### config.mk
export PLATFORM = sky130hd
export DESIGN_NAME = exec_wb
export DESIGN_NICKNAME = d
export VERILOG_FILES = /design/src/rtl/exec_pkg.sv /design/src/rtl/mul_iter.sv /design/src/rtl/exec_wb.sv
export SDC_FILE = /design/constraint.sdc
export NUM_CORES = 1
export LEC_CHECK = 0
export ABC_AREA = 1
export CAP_MARGIN = 5
export CORE_UTILIZATION = 59
export CTS_CLUSTER_DIAMETER = 50
export DETAILED_ROUTE_END_ITERATION = 8
export GPL_TIMING_DRIVEN = 0
export PLACE_DENSITY = 0.8
export SKIP_CTS_REPAIR_TIMING = 1
export SYNTH_ARGS = -nofsm -noshare
export SYNTH_HDL_FRONTEND = slang
export SYNTH_SLANG_ARGS = --single-unit
### constraint.sdc
create_clock -name clk -period 2.8 [get_ports clk]
set_input_delay 0.84 -clock clk [delete_from_list [all_inputs] [get_ports clk]]
set_output_delay 0.84 -clock clk [all_outputs]
set_load 0.005 [all_outputs]
### src/rtl/exec_pkg.sv
// rtl/exec_pkg.sv - shared types and constants for the execute/writeback stage
package exec_pkg;

  typedef enum logic [2:0] {
    OP_ADD = 3'd0,
    OP_SUB = 3'd1,
    OP_AND = 3'd2,
    OP_OR  = 3'd3,
    OP_XOR = 3'd4,
    OP_SLL = 3'd5,
    OP_SRL = 3'd6,
    OP_MUL = 3'd7
  } exec_op_t;

  typedef enum logic {
    IDLE = 1'b0,
    MUL  = 1'b1
  } exec_state_t;

  // Only the low nibble of operand B is used as a shift amount
  localparam int SHAMT_W = 4;

endpackage

### src/rtl/mul_iter.sv
// rtl/mul_iter.sv - iterative shift-add multiplier, one partial product per clock
module mul_iter #(
  parameter int width = 9
) (
  input  logic             clk,
  input  logic             rst_n,
  input  logic             start,
  input  logic             abort,
  input  logic [width-1:0] a,
  input  logic [width-1:0] b,
  output logic             done,
  output logic [width-1:0] product,
  output logic             ovf
);

  localparam int CNT_W = $clog2(width);

  logic               busy;
  logic [CNT_W-1:0]   cnt;
  logic [2*width-1:0] acc;
  logic [2*width-1:0] mcand;
  logic [2*width-1:0] acc_next;
  logic [width-1:0]   mplier;

  // The final iteration's partial product is folded in combinationally so the
  // full product is available on the same edge that the counter hits width-1.
  assign acc_next = mplier[0] ? (acc + mcand) : acc;
  assign done     = busy && (cnt == CNT_W'(width - 1));
  assign product  = acc_next[width-1:0];
  assign ovf      = |acc_next[2*width-1:width];

  // Operand latch on start, then one shift-add step per cycle until done
  always_ff @(posedge clk or negedge rst_n) begin
    if (!rst_n) begin
      busy   <= 1'b0;
      cnt    <= '0;
      acc    <= '0;
      mcand  <= '0;
      mplier <= '0;
    end else if (abort) begin
      busy <= 1'b0;
      cnt  <= '0;
      acc  <= '0;
    end else if (start) begin
      busy   <= 1'b1;
      cnt    <= '0;
      acc    <= '0;
      mcand  <= {{width{1'b0}}, a};
      mplier <= b;
    end else if (busy) begin
      acc    <= acc_next;
      mcand  <= mcand << 1;
      mplier <= mplier >> 1;
      cnt    <= done ? '0 : cnt + 1'b1;
      busy   <= !done;
    end
  end

endmodule

### src/rtl/exec_wb.sv
// rtl/exec_wb.sv - execute/writeback stage: ALU, iterative MUL, flags, RF write port
module exec_wb
  import exec_pkg::*;
#(
  parameter int width = 9
) (
  input  logic             clk,
  input  logic             rst_n,
  input  logic             valid_in,
  output logic             ready_out,
  input  logic [2:0]       op,
  input  logic [width-1:0] rs_val,
  input  logic [width-1:0] rt_val,
  input  logic [1:0]       rd_sel,
  input  logic             flush,
  output logic             write,
  output logic [1:0]       rd_addr,
  output logic [width-1:0] rd_in,
  output logic             zero_flag,
  output logic             carry_flag
);

  exec_state_t        state;
  exec_state_t        state_next;
  exec_op_t           op_e;
  logic               accept;
  logic               mul_start;
  logic               mul_abort;
  logic               mul_done;
  logic               mul_commit;
  logic [width-1:0]   mul_product;
  logic               mul_ovf;
  logic [1:0]         rd_lat;
  logic [width-1:0]   alu_res;
  logic               alu_carry;
  logic [SHAMT_W-1:0] shamt;

  assign op_e       = exec_op_t'(op);
  assign ready_out  = (state == IDLE);
  assign accept     = valid_in && ready_out;
  assign mul_start  = accept && (op_e == OP_MUL);
  assign mul_abort  = (state == MUL) && flush;
  assign mul_commit = (state == MUL) && !flush && mul_done;
  assign shamt      = rt_val[SHAMT_W-1:0];

  mul_iter #(.width(width)) u_mul (
    .clk     (clk),
    .rst_n   (rst_n),
    .start   (mul_start),
    .abort   (mul_abort),
    .a       (rs_val),
    .b       (rt_val),
    .done    (mul_done),
    .product (mul_product),
    .ovf     (mul_ovf)
  );

  // State register
  always_ff @(posedge clk or negedge rst_n) begin
    if (!rst_n) state <= IDLE;
    else        state <= state_next;
  end

  // Next state: flush beats a completing MUL so an aborted op never writes
  always_comb begin
    state_next = state;
    case (state)
      IDLE:    if (mul_start) state_next = MUL;
      MUL:     if (flush || mul_done) state_next = IDLE;
      default: state_next = IDLE;
    endcase
  end

  // Single-cycle ALU; logic ops and shifts pass the current carry through
  always_comb begin
    alu_res   = '0;
    alu_carry = carry_flag;
    case (op_e)
      OP_ADD: {alu_carry, alu_res} = {1'b0, rs_val} + {1'b0, rt_val};
      OP_SUB: {alu_carry, alu_res} = {1'b0, rs_val} - {1'b0, rt_val};
      OP_AND: alu_res = rs_val & rt_val;
      OP_OR:  alu_res = rs_val | rt_val;
      OP_XOR: alu_res = rs_val ^ rt_val;
      OP_SLL: alu_res = (int'(shamt) >= width) ? '0 : (rs_val << shamt);
      OP_SRL: alu_res = (int'(shamt) >= width) ? '0 : (rs_val >> shamt);
      default: alu_res = '0;
    endcase
  end

  // Writeback registers: strobe for one cycle, results and flags held otherwise
  always_ff @(posedge clk or negedge rst_n) begin
    if (!rst_n) begin
      write      <= 1'b0;
      rd_addr    <= '0;
      rd_in      <= '0;
      zero_flag  <= 1'b0;
      carry_flag <= 1'b0;
      rd_lat     <= '0;
    end else begin
      write <= 1'b0;
      if (mul_start) rd_lat <= rd_sel;
      if (accept && (op_e != OP_MUL)) begin
        write      <= 1'b1;
        rd_in      <= alu_res;
        rd_addr    <= rd_sel;
        zero_flag  <= (alu_res == '0);
        carry_flag <= alu_carry;
      end else if (mul_commit) begin
        write      <= 1'b1;
        rd_in      <= mul_product;
        rd_addr    <= rd_lat;
        zero_flag  <= (mul_product == '0);
        carry_flag <= mul_ovf;
      end
    end
  end

endmodule

Word level (Yosys, flattened, before mapping)
Index checks and enable logic that the tools add are counted.
{"block": "word_totals", "ff_bits": 67, "in_bits": 27, "out_inout_bits": 15, "elab_cells": 85}
{"block": "classes", "add_sub_neg": 4, "order_cmp": 1, "n_eq_ne": 10, "n_shift": 2, "muxes": 32, "bitwise": 5, "n_reduce_logical": 19}
{"cell": "two-way mux 18 bit", "n": 6}
{"cell": "one-hot mux 9 bit (7 select lines)", "n": 1}
{"cell": "two-way mux 9 bit", "n": 6}
{"cell": "adder 18 bit", "n": 1}
{"cell": "zero test 9 bit", "n": 2}
{"cell": "two-way mux 4 bit", "n": 4}
{"cell": "== test 3 bit (second input constant)", "n": 4}
{"cell": "two-way mux 1 bit", "n": 11}
{"cell": "adder 9 x 9 -> 10 bit", "n": 1}
{"cell": "subtractor 9 x 9 -> 10 bit", "n": 1}
{"cell": "AND 9 bit", "n": 1}
{"cell": "bitwise OR 9 bit", "n": 1}
{"cell": "OR reduction 9 bit", "n": 1}
{"cell": "left shift 9 x 4 -> 9 bit", "n": 1}
{"cell": ">> shifter 9 x 4 -> 9 bit", "n": 1}
{"cell": "bitwise XOR 9 bit", "n": 1}
{"cell": "logical AND 1 bit", "n": 7}
{"cell": "== test 3 x 2 -> 1 bit (second input constant)", "n": 2}
{"cell": "adder 4 x 1 -> 4 bit (second input constant)", "n": 1}
{"cell": "== test 4 bit (second input constant)", "n": 1}
{"cell": "greater-or-equal comparator 4 bit (second input constant)", "n": 1}
{"cell": "two-way mux 2 bit", "n": 2}
{"cell": "one-hot mux 1 bit (2 select lines)", "n": 2}
{"cell": "AND reduction 2 bit", "n": 2}
{"cell": "other kinds (9)", "n": 12}

Longest topological paths before layout
{"block": "logic_depth", "depth_word": 6, "mapped_depth": 18, "depth_no_buf": 18}

Cells and area by module
Synthesis repeated with hierarchy kept, for this count alone.
{"block": "hier_totals", "hier_cells": 1012, "hier_area_um2": 6323.6}
{"module": "mul_iter", "n_inst": 1, "cells_each": 500, "area_each_um2": 3444.6, "seq_area_each_um2": 1251.2}
{"module": "exec_wb", "n_inst": 1, "cells_each": 512, "area_each_um2": 2879.0, "seq_area_each_um2": 425.4}

Least setup slack after synthesis
No wires, ideal clock.
{"block": "synth_timing", "path_kind": "input to register", "start": "in rs_val[0]", "end": "reg zero_flag", "setup_time_ns": 0.065, "arrival_time_ns": 2.338, "t_required_ns": 2.735, "path_slack_ns": 0.398, "path_stages": 12, "path_buffers": 0, "cell_sequence": "inv_1 > ha_1 > fa_1 > nor2_1 > nor2_1 > a21oi_1 > nand3_1 > nor3_1 > nand3_1 > nor2_1 > nand4_1 > nand2_1"}
{"block": "synth_between", "elab_chain_len": 5, "elab_cells_between_ends": 12, "cone_classes": "2 x add/sub; 2 x shift; 4 x mux; 3 x bitwise; 1 x reduce/logical"}
{"element": "from (decl)", "line_no": "exec_wb.sv:12", "source": "input logic [width-1:0] rs_val,"}
{"element": "branches (longest 2 deep; another with subtractor 9 x 9 -> 10 bit)"}
{"element": "one-hot mux 9 bit (7 select lines) (*)", "line_no": "exec_wb.sv:78", "source": "case (op_e)"}
{"element": "zero test 9 bit (*)", "line_no": "exec_wb.sv:106", "source": "zero_flag <= (alu_res == '0);"}
{"element": "two-way mux 1 bit (*)", "line_no": "exec_wb.sv:102", "source": "if (accept && (op_e != OP_MUL)) begin"}
{"element": "to (signal assigned)", "line_no": "exec_wb.sv:106"}
{"element": "to (signal assigned)", "line_no": "exec_wb.sv:112", "source": "zero_flag <= (mul_product == '0);"}
{"element": "to (decl)", "line_no": "exec_wb.sv:19", "source": "output logic zero_flag,"}
Every way passes the cells marked *.
A chain may end at the register's enable or synchronous reset.

Final worst setup path
{"block": "layout_timing", "start": "in op[2]", "end": "reg u_mul.acc[0]"}
{"block": "layout_between", "elab_chain_len": 4, "elab_cells_between_ends": 5, "cone_classes": "1 x eq/ne; 2 x mux; 2 x reduce/logical"}
{"element": "from (decl)", "line_no": "exec_wb.sv:11", "source": "input logic [2:0] op,"}
{"element": "== test 3 bit (*)", "line_no": "exec_wb.sv:41", "source": "assign mul_start = accept && (op_e == OP_MUL);"}
{"element": "logical AND 1 bit (*)", "line_no": "exec_wb.sv:41"}
{"element": "two-way mux 18 bit", "line_no": "mul_iter.sv:44", "source": "end else if (start) begin"}
{"element": "two-way mux 18 bit", "line_no": "mul_iter.sv:40", "source": "end else if (abort) begin"}
{"element": "to (signal assigned)", "line_no": "mul_iter.sv:51", "source": "acc <= acc_next;"}
{"element": "to (decl)", "line_no": "mul_iter.sv:20", "source": "logic [2*width-1:0] acc;"}
Mark *: on every way between the ends. The rest lies on a longest branch, timed or not.

==> results.md <==
- Status: finished, final reports clean
- DP HPWL: ~15 mm
- WP data required: between 3000 and 4000 ps
- Mean routed wirelength per cell: approximately 17 um
- Vias in the first global route: approximately 5.7k
- Power per cell area: 878 nW/um^2
- Post-synthesis mux area share: 0%
- XOR/XNOR share of the synthesized area: approximately 1.6%
- Synth Cell Area: between 6000 and 7000 um^2
- Synth Warn #: 0
- Ys async rst share: 100%
- Final setup viols: 0
- Max Buffers Root-to-Sink: 2
- Crit-path cells: clkdlybuf4s50_1 -> inv_1 -> nor3_2 -> inv_2 -> nor2_4 -> inv_2 -> a21oi_4 -> nand2_1 -> buf_2 -> buf_6 -> o22ai_2
- DRC Markers: 0
- CTS Sinks: 67
- CP peak stage delay: 610 ps
- Slew Limit Fails: 0
- Largest family of logic cells by synthesized area: simple AND/OR/NAND/NOR gates
- NumNets Final: roughly 1.1k
- Main synth FF type: dfrtp_1
- Detailed Routing Iterations Pass 1: 5
- Total CTS buffers: 9
- Die W: between 100 and 150 um
- Post-synthesis adder-cell area fraction: 10.9%
- Share of post-route cells with drive strength above 1: 9.72%
- Most used cell, CP: inv_2
- Hold Violations, Final: 0
- Initial Util: a little over 60%
- GRT Overall Usage: around 36%
- CP max stage cell: clkdlybuf4s50_1
- Yosys reg bits: 67
- CTS tree: built
- Largest net degree at the start of global routing: slightly below 70
- Placer Congestion: 0.973
- Core area: 9860 um^2
- Initial drt markers: roughly 530
- Worst-path clk slew: about 90 ps
- Layout Utilization: 71.4%
- Post-synthesis sequential area ratio: 27.7%
- Io pins: 42
- Routed WL: between 15 and 20 mm
- Grt total ovfl: 0
- Clk_lat worst skew: roughly 360 ps
- Tmin final: 2730 ps
- Critical path class: input port to flop
- Initial antenna violation count: 0
- Post-Syn Nets: 1003
- Ant. Diodes: 0
- Synth Area in Simple Gates: 30.2%
- CTS H-tree depth: 3
- Via count: 6482
- Global-route wire length before repair: about 29 mm
- Row cnt: 36
- Clock Skews: 12.6 ps
- Crit path DAT: approximately 3000 ps
- Compound-Gate Fraction of Synth Area: a little under a fifth
- ANT nets after route: 0
- Area Growth Syn to Fin: 16.3%
- P_leak: 3.66 nW
- CP Launch Type: input port
- IO Port Bufs: ~40
- Final Total Pwr: between 0.006 and 0.007 W
- CP Buf/Inv Count: 6
- HP Class: flop to flop
- Worst path top cell family by delay: buffers and inverters
- Fmax: 367 MHz
- Post-synth EDFFs: 0
- Die area: around 11000 um^2
- Worst vdd ir: about 0.5 mV
- Hold Slack: ~490 ps
- Avg Cell Area, Syn: 6.54 um^2
- Clock root buffer: clkbuf_8
- Post-DR vias/cell: ~5.8
- Worst Path Max Fanout: 10
- Critical path endpoint category: flop
- Post-Synthesis Cells: around 930
- Die Height: a little over 100 um
- Yosys cell types: 42
- Period utilization: 97.4%
- Max cap viols: 0
- Worst slew margin: ~43%
- Worst Tran Pin Value: 849 ps
[layout by cell type, fill, tap and decap left out, drive strengths merged, types with 2 or more instances in the layout]
cell type and count:
xor2 3, buf 18, and2 3, clkbuf 21, inv 160, clkdlybuf4s50 24
o211ai 14, fa 3, a22o 2, o221ai 5, dlymetal6s2s 15, nor2 72
o21ai 61, nand4 15, nor3 9, xnor2 8, o21a 2, o22ai 25
a31oi 16, nand2 278, nand3 63, or2 2, dfrtp 67, ha 48
a21oi 41, clkinvlp 2, o31ai 2
[final cells by class]
cell class | instances | area, um^2
sequential | 67 | 1680
fill | 877 | 2820
clock inverter | 7 | 83.8
tap | 133 | 166
inverter | 157 | 593
timing repair buffer | 48 | 505
multi-input combinational | 679 | 3780
buffer | 21 | 116
clock buffer | 9 | 124
[power by group]
group / internal [W] / leakage (nW) / switching (W) / total (W)
clock: 0.000429 / 0.103 / 0.000465 / 0.000894
sequential: 0.00132 / 0.834 / 0.000269 / 0.00159
combinational: 0.00133 / 2.73 / 0.00237 / 0.00370
[metal layers]
layer | global-route usage [%] | share of wire [%]
met1 | 55.0 | 46
met3 | 8.60 | 11
met4 | 10.2 | 2.0
met5 | 0 | 0
met2 | 51.5 | 40
[cells in the mapped netlist (all sizes together), types with 3 or more instances]
| cell | n | area (um^2) |
|---|---|---|
| ha | 48 | 601 |
| dfrtp | 67 | 1680 |
| xor2 | 3 | 26.3 |
| and2 | 3 | 18.8 |
| nor2 | 72 | 280 |
| o21ai | 61 | 305 |
| nand2 | 278 | 1050 |
| a21oi | 41 | 216 |
| o22ai | 25 | 219 |
| inv | 156 | 586 |
| nor3 | 9 | 55.1 |
| nand4 | 15 | 93.8 |
| a31oi | 16 | 100 |
| o211ai | 14 | 105 |
| nand3 | 63 | 315 |
| xnor2 | 8 | 70.1 |
| o221ai | 5 | 43.8 |
| buf | 13 | 73.8 |
| fa | 3 | 60.1 |
| clkbuf | 9 | 33.8 |
[path summary, 6_finish.rpt]
path | start | end | slack (ps) | depth (start not counted)
max | op[2] | u_mul.acc[0]$_DFFE_PN0P_ | 70 | 11
min | rd_lat[0]$_DFFE_PN0P_ | rd_lat[0]$_DFFE_PN0P_ | 490 | 2
max reg2reg | u_mul.mcand[0]$_DFFE_PN0P_ | carry_flag$_DFFE_PN0P_ | 270 | 17
min reg2reg | rd_lat[0]$_DFFE_PN0P_ | rd_lat[0]$_DFFE_PN0P_ | 490 | 2
max in group asynchronous | rst_n | u_mul.mcand[0]$_DFFE_PN0P_ | 1610 | 1
min in group asynchronous | rst_n | u_mul.acc[11]$_DFFE_PN0P_ | 560 | 1
[registers in the layout (all words and copies together) (netlist names)]
register,count
rd_addr,2
u_mul.mplier,9
carry_flag,1
u_mul.busy,1
u_mul.acc,18
rd_lat,2
write,1
rd_in,9
zero_flag,1
u_mul.cnt,4
state,1
u_mul.mcand,18
[worst min-delay path, stage by stage, from the launching register on]
cell and delay [ps]:
dfrtp_1 350, nand2_1 50, o21ai_0 60
[kinds of logic (layout without fill, tap and decap cells)]
logic type               after synthesis  in the layout
AO/OA/AOI/OAI                        174            174
XOR/XNOR                              11             11
adder cells (fa/ha/maj)               51             51
buffers and inverters                179            242
flip-flops                            67             67
AND/OR/NAND/NOR                      443            443
[stage by stage]
step                      instance area [um^2]  worst slack [ps]  TNS [ps]  std cells
after global routing                      7040            -0.898    -0.898       1121
after floorplan                           6050               398         0        925
after global placement                    6630             -1320   -105250       1099
after detailed placement                  6630              -700    -17100       1099
final                                     7040              71.5         0       1121
after CTS                                 6840              -340     -1870       1115
Note: power is estimated with default switching activity, not from simulation.
